**src/rtl/obi_uart_pkg.sv**
```systemverilog
// Shared types for the multi-channel OBI UART register file.
// Register map, OBI bundles, per-channel register/update structs.
package obi_uart_pkg;

    localparam int unsigned DataWidth     = 32;
    localparam int unsigned AddrWidth     = 32;
    localparam int unsigned IdWidth       = 4;
    localparam int unsigned RegWidth      = 8;
    localparam int unsigned AddressOffset = 2;
    localparam int unsigned AddressBits   = 3;
    localparam int unsigned MaxChannels   = 16;
    localparam int unsigned ChanIdxBits   = $clog2(MaxChannels);

    typedef logic [AddressBits-1:0] reg_idx_t;
    typedef logic [ChanIdxBits-1:0] chan_idx_t;
    typedef logic [RegWidth-1:0]    reg_t;

    // DLAB=1 aliases DLL/DLM onto the RHR/IER slots; FCR is write-side of ISR
    localparam reg_idx_t RegAddrRHR = 3'd0;
    localparam reg_idx_t RegAddrTHR = 3'd0;
    localparam reg_idx_t RegAddrDLL = 3'd0;
    localparam reg_idx_t RegAddrIER = 3'd1;
    localparam reg_idx_t RegAddrDLM = 3'd1;
    localparam reg_idx_t RegAddrISR = 3'd2;
    localparam reg_idx_t RegAddrFCR = 3'd2;
    localparam reg_idx_t RegAddrLCR = 3'd3;
    localparam reg_idx_t RegAddrMCR = 3'd4;
    localparam reg_idx_t RegAddrLSR = 3'd5;
    localparam reg_idx_t RegAddrMSR = 3'd6;
    localparam reg_idx_t RegAddrSPR = 3'd7;

    typedef struct packed {
        logic [AddrWidth-1:0]   addr;
        logic                   we;
        logic [DataWidth/8-1:0] be;
        logic [DataWidth-1:0]   wdata;
        logic [IdWidth-1:0]     aid;
    } obi_a_chan_t;

    typedef struct packed {
        obi_a_chan_t a;
        logic        req;
        logic        rready;
    } obi_req_t;

    typedef struct packed {
        logic [DataWidth-1:0] rdata;
        logic [IdWidth-1:0]   rid;
        logic                 err;
    } obi_uart_rsp_buf_t;

    typedef struct packed {
        logic              gnt;
        logic              rvalid;
        obi_uart_rsp_buf_t r;
    } obi_rsp_t;

    typedef struct packed {
        reg_t rhr;
        reg_t thr;
        reg_t ier;
        reg_t fcr;
        reg_t lcr;
        reg_t mcr;
        reg_t lsr;
        reg_t msr;
        reg_t spr;
        reg_t dll;
        reg_t dlm;
    } uart_reg_fields_t;

    typedef struct packed {
        uart_reg_fields_t regs;
        logic             obi_write_thr;
        logic             obi_write_dllm;
        logic             obi_read_rhr;
        logic             obi_read_isr;
        logic             obi_read_lsr;
        logic             obi_read_msr;
    } reg_read_t;

    typedef struct packed {
        logic valid;
        reg_t data;
    } reg_upd_t;

    typedef struct packed {
        logic valid;
        logic cts;
        logic dsr;
        logic ri;
        logic dcd;
        logic d_cts;
        logic d_dsr;
        logic d_ri;
        logic d_dcd;
    } modem_t;

    typedef struct packed {
        reg_upd_t rx;
        reg_upd_t lsr;
        reg_t     isr;
        modem_t   modem;
    } reg_write_t;

    localparam uart_reg_fields_t RegResetVal = '{
        rhr: 8'h00, thr: 8'h00, ier: 8'h00, fcr: 8'h00,
        lcr: 8'h00, mcr: 8'h00, lsr: 8'h60, msr: 8'h00,
        spr: 8'h00, dll: 8'h00, dlm: 8'h00
    };

endpackage

```
**src/rtl/obi_uart_reg_bank.sv**
```systemverilog
// One UART register bank: HW update merge, SW decode and access pulses.
// Read data and pulses are combinational for the grant cycle.
module obi_uart_reg_bank
    import obi_uart_pkg::*;
(
    input  logic       clk_i,
    input  logic       rst_i,
    input  logic       sel,
    input  logic       we,
    input  logic       be0,
    input  reg_idx_t   idx,
    input  reg_t       wdata,
    input  reg_write_t hw,
    output reg_t       rdata,
    output logic       err,
    output reg_read_t  reg_read
);

    uart_reg_fields_t q;
    uart_reg_fields_t d;
    logic             dlab;
    logic             wr;
    logic             rd;
    logic [3:0]       d_evt;

    assign dlab  = q.lcr[7];
    assign wr    = sel & we & be0;
    assign rd    = sel & ~we;
    assign d_evt = {hw.modem.d_dcd, hw.modem.d_ri, hw.modem.d_dsr, hw.modem.d_cts};

    always_ff @(posedge clk_i or posedge rst_i) begin
        if (rst_i) q <= RegResetVal;
        else       q <= d;
    end

    always_comb begin
        d             = q;
        rdata         = '0;
        err           = 1'b0;
        reg_read      = '0;
        reg_read.regs = q;

        if (hw.rx.valid)    d.rhr      = hw.rx.data;
        if (hw.lsr.valid)   d.lsr      = hw.lsr.data;
        if (hw.modem.valid) d.msr[7:4] = {hw.modem.dcd, hw.modem.ri, hw.modem.dsr, hw.modem.cts};
        d.msr[3:0] = q.msr[3:0] | d_evt;

        // SW write is applied after HW merge so it takes priority
        if (wr) begin
            case (idx)
                RegAddrTHR: begin
                    if (dlab) begin
                        d.dll                   = wdata;
                        reg_read.obi_write_dllm = 1'b1;
                    end else begin
                        d.thr                  = wdata;
                        reg_read.obi_write_thr = 1'b1;
                    end
                end
                RegAddrIER: begin
                    if (dlab) begin
                        d.dlm                   = wdata;
                        reg_read.obi_write_dllm = 1'b1;
                    end else begin
                        d.ier = wdata;
                    end
                end
                RegAddrFCR: d.fcr = wdata;
                RegAddrLCR: d.lcr = wdata;
                RegAddrMCR: d.mcr = wdata;
                RegAddrSPR: d.spr = wdata;
                default:    err   = 1'b1;
            endcase
        end

        if (rd) begin
            case (idx)
                RegAddrRHR: begin
                    if (dlab) begin
                        rdata = q.dll;
                    end else begin
                        rdata                 = q.rhr;
                        reg_read.obi_read_rhr = 1'b1;
                    end
                end
                RegAddrIER: rdata = dlab ? q.dlm : q.ier;
                RegAddrISR: begin
                    if (dlab) begin
                        err = 1'b1;
                    end else begin
                        rdata                 = hw.isr;
                        reg_read.obi_read_isr = 1'b1;
                    end
                end
                RegAddrLCR: rdata = q.lcr;
                RegAddrMCR: rdata = q.mcr;
                RegAddrLSR: begin
                    if (dlab) begin
                        err = 1'b1;
                    end else begin
                        rdata                 = q.lsr;
                        reg_read.obi_read_lsr = 1'b1;
                    end
                end
                RegAddrMSR: begin
                    if (dlab) begin
                        err = 1'b1;
                    end else begin
                        rdata                 = q.msr;
                        reg_read.obi_read_msr = 1'b1;
                        // clear sticky deltas but keep an event arriving now
                        d.msr[3:0]            = d_evt;
                    end
                end
                default:    rdata = q.spr;
            endcase
        end
    end

endmodule

```
**src/rtl/obi_uart_register_mc.sv**
```systemverilog
// Multi-channel OBI UART register file: channel decode, grant
// and a one-entry response buffer with rready back-pressure.
module obi_uart_register_mc
    import obi_uart_pkg::*;
#(
    parameter int unsigned NumChannels = 4,
    parameter int unsigned ChanStride  = 32
) (
    input  logic                         clk_i,
    input  logic                         rst_i,
    input  obi_req_t                     obi_req_i,
    output obi_rsp_t                     obi_rsp_o,
    output reg_read_t  [NumChannels-1:0] reg_read_o,
    input  reg_write_t [NumChannels-1:0] reg_write_i
);

    localparam int unsigned ChanShift = $clog2(ChanStride);

    chan_idx_t                     chan;
    reg_idx_t                      idx;
    logic                          chan_ok;
    logic                          gnt;
    logic                          valid_q;
    obi_uart_rsp_buf_t             buf_q;
    obi_uart_rsp_buf_t             buf_d;
    logic [NumChannels-1:0]        sel;
    reg_t [NumChannels-1:0]        bank_rdata;
    logic [NumChannels-1:0]        bank_err;
    reg_t                          rd_sel;
    logic                          err_sel;
    logic                          unused_bits;

    // full MaxChannels-wide decode so addresses past NumChannels error out
    assign chan    = obi_req_i.a.addr[ChanShift +: ChanIdxBits];
    assign idx     = obi_req_i.a.addr[AddressOffset +: AddressBits];
    assign chan_ok = 32'(chan) < NumChannels;
    assign gnt     = obi_req_i.req & (~valid_q | obi_req_i.rready);

    assign unused_bits = ^{obi_req_i.a.addr, obi_req_i.a.be[DataWidth/8-1:1],
                           obi_req_i.a.wdata[DataWidth-1:RegWidth]};

    for (genvar c = 0; c < NumChannels; c++) begin : g_bank
        assign sel[c] = gnt & ~rst_i & chan_ok & (chan == chan_idx_t'(c));

        obi_uart_reg_bank u_bank (
            .clk_i    (clk_i),
            .rst_i    (rst_i),
            .sel      (sel[c]),
            .we       (obi_req_i.a.we),
            .be0      (obi_req_i.a.be[0]),
            .idx      (idx),
            .wdata    (obi_req_i.a.wdata[RegWidth-1:0]),
            .hw       (reg_write_i[c]),
            .rdata    (bank_rdata[c]),
            .err      (bank_err[c]),
            .reg_read (reg_read_o[c])
        );
    end

    always_comb begin
        rd_sel  = '0;
        err_sel = 1'b0;
        for (int c = 0; c < NumChannels; c++) begin
            if (chan == chan_idx_t'(c)) begin
                rd_sel  = bank_rdata[c];
                err_sel = bank_err[c];
            end
        end
    end

    always_comb begin
        buf_d.rid   = obi_req_i.a.aid;
        buf_d.err   = ~chan_ok | err_sel;
        buf_d.rdata = buf_d.err ? '0 : {{(DataWidth-RegWidth){1'b0}}, rd_sel};
    end

    always_ff @(posedge clk_i or posedge rst_i) begin
        if (rst_i) begin
            valid_q <= 1'b0;
            buf_q   <= '0;
        end else if (gnt) begin
            valid_q <= 1'b1;
            buf_q   <= buf_d;
        end else if (obi_req_i.rready) begin
            valid_q <= 1'b0;
        end
    end

    assign obi_rsp_o.gnt    = gnt;
    assign obi_rsp_o.rvalid = valid_q;
    assign obi_rsp_o.r      = buf_q;

endmodule

```
**config.mk**
```make
export PLATFORM = sky130hd
export DESIGN_NAME = obi_uart_register_mc
export DESIGN_NICKNAME = d
export VERILOG_FILES = /design/src/rtl/obi_uart_pkg.sv /design/src/rtl/obi_uart_reg_bank.sv /design/src/rtl/obi_uart_register_mc.sv
export SDC_FILE = /design/constraint.sdc
export NUM_CORES = 1
export LEC_CHECK = 0
export ABC_AREA = 1
export CORE_AREA = 2 2 249 251
export DETAILED_ROUTE_END_ITERATION = 6
export DIE_AREA = 0 0 251 253
export GPL_TIMING_DRIVEN = 1
export HOLD_SLACK_MARGIN = 0.15
export PLACE_DENSITY_LB_ADDON = 0.25
export SETUP_SLACK_MARGIN = 0.3
export SYNTH_ARGS = -nofsm -noshare
export SYNTH_HDL_FRONTEND = slang
export SYNTH_HIERARCHICAL = 1
export SYNTH_SLANG_ARGS = --single-unit
export TNS_END_PERCENT = 50
```
**constraint.sdc**
```tcl
create_clock -name clk_i -period 3.15 [get_ports clk_i]
set_input_delay 0.315 -clock clk_i [delete_from_list [all_inputs] [get_ports clk_i]]
set_output_delay 0.315 -clock clk_i [all_outputs]
set_load 0.02 [all_outputs]
```
==> run summary, run 1 <==
Mean post-synth cell area -> 8.30 sq um
Port bufs -> 555
Worst Skew -> 0.0183 ns
Max VDD drop -> 0.271 mV
Final period util -> 0.892
Final Critical Period -> 2.81 ns
Largest net degree at the start of global routing -> 62
Gr ovfl total -> 0
Die Span Y -> 253 um
Cell Area, Placed -> 25,000 sq um
Synth-to-layout area growth -> 45.6%
CP Class -> reg2out
Finished Cell Area -> 26,600 sq um
Final setup violation count -> 0
First-pass GRT wire length -> 115,000 um
Pre-antenna DRT Iters -> 6
Initial antenna violation count -> 5
Worst rel slew slack -> 0.455
Least-Margin Pin Slew -> 0.817 ns
Routability cong. -> 0.920
Cts hold-fix bufs -> 0
Crit start category -> register
Hold WC Path Type -> in2async
Final Hold Slack -> 0.276 ns
Placed insts -> 3,557
CTS Root Buffer Type -> clkbuf_16
CTS tree -> yes
Worst EP arrival -> 2.49 ns
Final Instance Count excl. Fillers -> 3,641
Max Freq -> 356 MHz
Sequential area share after synthesis -> 0.502
RSZ-0062 raised after global routing -> true
Pwr Density -> 442 nW/um^2
Netlist Area Pre-Place -> 18,300 sq um
Top-level I/O count -> 632
Outcome -> finished clean
Synthesis-stage register bit count -> 366
Worst Path Max Fanout -> 4
Cell variety after synth -> 31
Post-Route Utilization -> 0.436
# nets final -> 3,031
Clock network latency to the later pin of the worst-skew pair -> 0.57 ns
Vias in the first global route -> 17,646
Gr usage total -> 0.241
Starting density of the core -> 0.299
DR DRC count -> 0
Detailed Place HPWL -> 61,000 um
Leading cell type in the layout, fill and taps excluded -> nand2_1
DR vias/cell -> 4.86
Yosys warnings -> 6
H-tree depth -> 2
DR vias -> 17,678
Total Wirelength -> 78,700 um
Setup TNS -> 0 ns
Initial DRC count -> 1,246
Core footprint -> 61,000 sq um
Commonest cells after routing, fill and taps aside -> nand2_1 (685), clkdlybuf4s50_1 (529), dfrtp_1 (357), o21ai_0 (268), inv_1 (175)
Final Hold Viols -> 0
Mapped Cells -> 2,203
Max cap viols -> 0
Final slew viol count -> 0
Num Clock Sinks -> 366
CTS Buf Count -> 43
Worst-case clock buffer depth -> 3
Routed Antenna Nets -> 0
Data required, critical path -> 2.83 ns
Clk pin slew, worst setup/hold paths -> 0.07 ns
Num rows -> 91
Crit. End Element -> output pin
P_leak -> 12.4 nW
Die area -> 63,500 sq um
Layout cells sized above 1 -> 0.151
Mean routed wirelength per cell -> 21.6 um
Die width -> 251 um
synth_stat cells:
cell type,instances,share of area
o21ai_0,268,0.073
mux2_2,48,0.030
a31o_2,4,0.0019
buf_6,24,0.015
o21ai_1,28,0.0077
nor2_2,13,0.0045
nand2_1,687,0.14
clkinv_2,4,0.0011
dfrtp_1,358,0.49
buf_4,35,0.014
inv_1,180,0.037
nor3_2,4,0.0022
clkbuf_1,18,0.0037
dfstp_2,8,0.012
conb_1,1,0.00021
buf_2,28,0.0077
nor3_1,2,0.00055
nor2_1,150,0.031
inv_2,11,0.0023
nor3_4,4,0.0036
a21oi_1,16,0.0044
o21bai_1,16,0.0066
nor2_4,21,0.013
nand3_2,1,0.00055
nor4_1,6,0.0021
nand4_1,8,0.0027
nand2_4,20,0.012
nand3_1,152,0.042
or2_2,4,0.0014
o21ai_2,64,0.031
nand2_2,20,0.0068
what timing repair did:
action                                 CTS  global route
setup endpoints to repair               26            26
endpoints found under the hold margin    0             0
pin swaps                                1             1
gates resized for setup                 81            32
setup buffers                            1             1
gates cloned                             0             0
final cells by class:
class / count / area (sq um)
diodes: 3 / 7.51
fillers: 6090 / 34400
clock inverters: 12 / 121
multi-input cells: 1560 / 7910
repair buffers: 648 / 6320
clock buffers: 67 / 1340
inverters: 195 / 744
flip-flops and latches: 366 / 9170
well taps: 790 / 988
per-layer routing:
layer / global-route usage / part of all wire
met4: 0.0685 / 0.026
met1: 0.305 / 0.42
met2: 0.411 / 0.49
met5: 0 / 0.00017
met3: 0.0572 / 0.071
through the flow:
stage          setup slack, ns  power (mW)
6_report                 0.341        11.8
4_1_cts                  0.113        11.9
3_5_place_dp            -0.515        6.68
2_1_floorplan            0.560        5.79
3_3_place_gp            -0.559        6.67
5_1_grt                  0.222        12.2
worst max-delay path, cell delays in order (launching register included):
cell and delay [ns]:
dfrtp_1 0.39, nand2_1 0.10, nand2_2 0.09, inv_4 0.10, nand2_8 0.08, nor3_2 0.19, inv_1 0.06, or2_2 0.34
nor2_1 0.21, dlygate4sd2_1 0.37
power by group:
part           switching (mW)  internal, mW  leakage (nW)
sequential              0.140          4.85          4.83
combinational           0.959         0.648          6.87
clock                    2.09          3.08         0.715
total                    3.18          8.58          12.4
cells by family (layout without fill, tap and decap cells):
family | Yosys count | count (layout) | share of synthesized area
AO/OA/AOI/OAI | 396 | 396 | 0.125
buffers and inverters | 300 | 922 | 0.0809
flip-flops | 366 | 366 | 0.502
multiplexers | 48 | 48 | 0.0296
other | 1 | 27 | 0.000205
AND/OR/NAND/NOR | 1092 | 1092 | 0.263
path summary, 6_finish.rpt:
check	endpoint	cells after the start	slack (ns)	startpoint
hold reg to reg	g_bank[3].u_bank/reg_read[63]$_DFFE_PP0P_	2	0.49	g_bank[3].u_bank/reg_read[63]$_DFFE_PP0P_
setup / recovery	reg_read_o[283]	9	0.34	valid_q$_DFFE_PP0P_
max in group asynchronous	g_bank[3].u_bank/reg_read[44]$_DFFE_PP1P_	4	2.01	rst_i
setup reg to reg	obi_rsp_o[5]$_DFFE_PP0P_	19	0.53	valid_q$_DFFE_PP0P_
hold / removal	obi_rsp_o[5]$_DFFE_PP0P_	3	0.28	rst_i
min in group clk_i	obi_rsp_o[3]$_DFFE_PP0P_	3	0.28	obi_req_i[4]
flip-flops by register name, summed over array words and instances, names as in the netlist:
signal	cells
g_bank.u_bank/reg_read	352
obi_rsp_o	13
valid_q	1
(Power assumes the default switching activity.)
==> run 2: changes to the inputs <==
CORE_AREA = 2 2 248 250   (was 2 2 249 251)
DIE_AREA = 0 0 250 252   (was 0 0 251 253)
SYNTH_HIERARCHICAL = default   (was 1)
clock period = 3.4 ns   (was 3.15 ns; I/O delays follow)
==> run 2 against run 1 <==
Clock-buffer cell count decreased by 2. Synthesized cell count decreased by 0.23%. Sequential share of layout area increased by 1.8 points. Total power decreased by 6.7%. Flip-flop and latch count unchanged. Global-route usage increased by 0.42 points. First-iteration DRC count increased by 17%. Clock power decreased by 1%. Worst hold slack improved by 0.021 ns. Clock skew increased by 0.0041 ns. Setup slack got worse by 0.015 ns. Combinational power decreased by 20%. Largest cell class unchanged.
==> run summary, run 2 <==
Outcome -> finished clean (unchanged)
DR DRC count -> 0 (unchanged)
Total Wirelength -> 79,200 um (was 78,700 um)
Number of synthesized flops with an enable pin -> 0 (unchanged)
Num Clock Sinks -> 366 (unchanged)
Synthesis-stage register bit count -> 366 (unchanged)
Netlist Area Pre-Place -> 17,200 sq um (was 18,300 sq um)
Starting density of the core -> 0.286 (was 0.299)
CP Class -> reg2out (unchanged)
Max cap viols -> 0 (unchanged)
Final Critical Period -> 3.07 ns
DR vias/cell -> 4.83 (was 4.86)
Placed insts -> 3,475 (was 3,557)
Top cells by count, synth -> nand2_1 (753), o21ai_0 (367), dfrtp_1 (358) (was nand2_1 (687), dfrtp_1 (358), o21ai_0 (268))
Yosys warnings -> 0 (was 6)
Top-count cell post-synth -> nand2_1 (unchanged)
Final slew viol count -> 0 (unchanged)
Die area -> 63,000 sq um (was 63,500 sq um)
Hold WC Path Type -> in2reg (was in2async)
Max VDD drop -> 0.311 mV (was 0.271 mV)
Cell variety after synth -> 29 (was 31)
Sequential area share after synthesis -> 0.533 (was 0.502)
Worst-case clock buffer depth -> 3 (unchanged)
CTS Buf Count -> 45 (was 43)
Num rows -> 90 (was 91)
Pre-antenna DRT Iters -> 5 (was 6)
Crit start category -> register (unchanged)
Die Span Y -> 252 um (was 253 um)
Area fraction of the dominant cell type after synthesis -> 0.521 (was 0.490)
Area contributors post-synth -> dfrtp_1 (52%), nand2_1 (16%), o21ai_0 (11%), nor2_1 (4.8%), inv_1 (3.2%) (was dfrtp_1 (49%), nand2_1 (14%), o21ai_0 (7.3%), nand3_1 (4.2%), inv_1 (3.7%))
Top-level I/O count -> 632 (unchanged)
Cell Area, Placed -> 23,700 sq um (was 25,000 sq um)
Worst Path Max Fanout -> 14 (was 4)
Worst EP arrival -> 2.73 ns (was 2.49 ns)
Port bufs -> 555 (unchanged)
Gr usage total -> 0.245 (was 0.241)
Final setup violation count -> 0 (unchanged)
Detailed Place HPWL -> 58,400 um (was 61,000 um)
Worst rel slew slack -> 0.279 (was 0.455)
Data required, critical path -> 3.06 ns (was 2.83 ns)
Commonest cells after routing, fill and taps aside -> nand2_1 (751), clkdlybuf4s50_1 (550), o21ai_0 (367), dfrtp_1 (358), nor2_1 (215) (was nand2_1 (685), clkdlybuf4s50_1 (529), dfrtp_1 (357), o21ai_0 (268), inv_1 (175))
Final period util -> 0.904
Gr ovfl total -> 0 (unchanged)
Die width -> 250 um (was 251 um)
Initial DRC count -> 1,454 (was 1,246)
DR vias -> 17,203 (was 17,678)
Layout cells sized above 1 -> 0.0793 (was 0.151)
Worst Skew -> 0.0224 ns (was 0.0183 ns)
Least-Margin Pin Slew -> 1.08 ns (was 0.817 ns)
Clock network latency to the later pin of the worst-skew pair -> 0.59 ns (was 0.57 ns)
Vias in the first global route -> 16,745 (was 17,646)
Crit. End Element -> output pin (unchanged)
Area leader, netlist -> dfrtp_1 (unchanged)
Overall Power -> 11.0 mW (was 11.8 mW)
Routability cong. -> 0.930 (was 0.920)
Synth-to-layout area growth -> 47.0% (was 45.6%)
First-pass GRT wire length -> 114,000 um (was 115,000 um)
Leading cell type in the layout, fill and taps excluded -> nand2_1 (unchanged)
Mean routed wirelength per cell -> 22.2 um (was 21.6 um)
H-tree depth -> 2 (unchanged)
RSZ-0062 raised after global routing -> true (unchanged)
Clk pin slew, worst setup/hold paths -> 0.06 ns (was 0.07 ns)
Routed Antenna Nets -> 0 (unchanged)
Mapped Cells -> 2,198 (was 2,203)
CTS tree -> yes (unchanged)
CTS Root Buffer Type -> clkbuf_16 (unchanged)
Pwr Density -> 434 nW/um^2 (was 442 nW/um^2)
Core footprint -> 60,100 sq um (was 61,000 sq um)
Synth Flop Type -> dfrtp_1 (unchanged)
Final Hold Viols -> 0 (unchanged)
Max Freq -> 325 MHz
Final Instance Count excl. Fillers -> 3,559 (was 3,641)
Flip-flop count of the largest register after layout -> 352 (unchanged)
P_leak -> 11.7 nW (was 12.4 nW)
Mean post-synth cell area -> 7.83 sq um (was 8.30 sq um)
Final Hold Slack -> 0.297 ns (was 0.276 ns)
Largest net degree at the start of global routing -> 168 (was 62)
Ys async rst share -> 1.00 (unchanged)
Initial antenna violation count -> 1 (was 5)
Finished Cell Area -> 25,300 sq um (was 26,600 sq um)
# nets final -> 2,958 (was 3,031)
==> run 2: changes by cell type after synthesis, moves of 64 or more <==
cell | before | now
nor2_1 | 150 | 219
o21ai_0 | 268 | 367
o21ai_2 | 64 | 0
nand2_1 | 687 | 753
clkbuf_1 | 18 | 97
nand3_1 | 152 | 65
==> run 2: per-stage QoR <==
step	utilization	setup TNS, ns	setup slack [ns]
final	0.421	0	0.325
after global routing	0.421	0	0.225
after CTS	0.421	0	0.293
after detailed placement	0.394	0	0.178
after global placement	0.394	0	0.182
after floorplan	-	-1825.21	-3.97
==> run 2: repair_timing <==
item | 4_1_cts | 5_1_grt
pin swaps | 1 | 0
hold buffers | 0 | 0
setup buffers | 1 | 0
endpoints found under the setup margin | 13 | 9
resized for setup | 3 | 3
==> run 2: power by group <==
group          leakage [nW]  switching [mW]  internal (mW)
Sequential             4.75          0.0883           4.48
Clock                 0.787            2.00           3.12
Combinational          6.15           0.760          0.527
Total                  11.7            2.85           8.13
==> run 2: final cells by class <==
cell class,instances,area (sq um)
Antenna cell,1,2.50
Clock buffer,65,1340
Clock inverter,17,240
Fill cell,6077,34800
Inverter,150,567
Multi-Input combinational cell,1553,6890
Sequential cell,366,9170
Tap cell,782,978
Timing Repair Buffer,625,6110
==> run 2: logic make-up (layout without fill, tap and decap cells) <==
logic type	Yosys count	count (layout)	synth area share
compound gates	412	412	0.123
buf+inv	302	857	0.0748
flops	366	366	0.533
mux	34	34	0.0222
other cells	1	25	0.000218
simple gates	1083	1083	0.247
==> run 2: metal layers <==
layer  GRT usage  vias to the layer above  wire length (um)
met5           0                        -                 0
met4      0.0881                        0              2810
met3      0.0557                      122              5960
met2       0.394                      676             36400
met1       0.325                     8373             34000
li1            -                     8032                 -
==> run 2: path summary, 6_finish.rpt <==
kind,startpoint,to,slack [ns],cells past startpoint
max,g_bank[1].u_bank.reg_read[61]$_DFFE_PP0P_,reg_read_o[94],0.33,4
min,reg_write_i[58],g_bank[1].u_bank.reg_read[44]$_DFFE_PP1P_,0.30,3
max reg2reg,valid_q$_DFFE_PP0P_,g_bank[0].u_bank.reg_read[75]$_DFFE_PP0P_,0.90,8
min reg2reg,obi_rsp_o[4]$_DFFE_PP0P_,obi_rsp_o[4]$_DFFE_PP0P_,0.48,2
max in group asynchronous,rst_i,g_bank[1].u_bank.reg_read[63]$_DFFE_PP0P_,1.34,4
min in group asynchronous,rst_i,g_bank[1].u_bank.reg_read[30]$_DFF_PP0_,0.48,3
==> run 2: critical path, stage by stage (launching register included) <==
cell and delay [ns]:
dfrtp_1 0.37, inv_1 0.52, nand2_1 0.19, nor2_1 0.39, clkdlybuf4s50_1 0.68
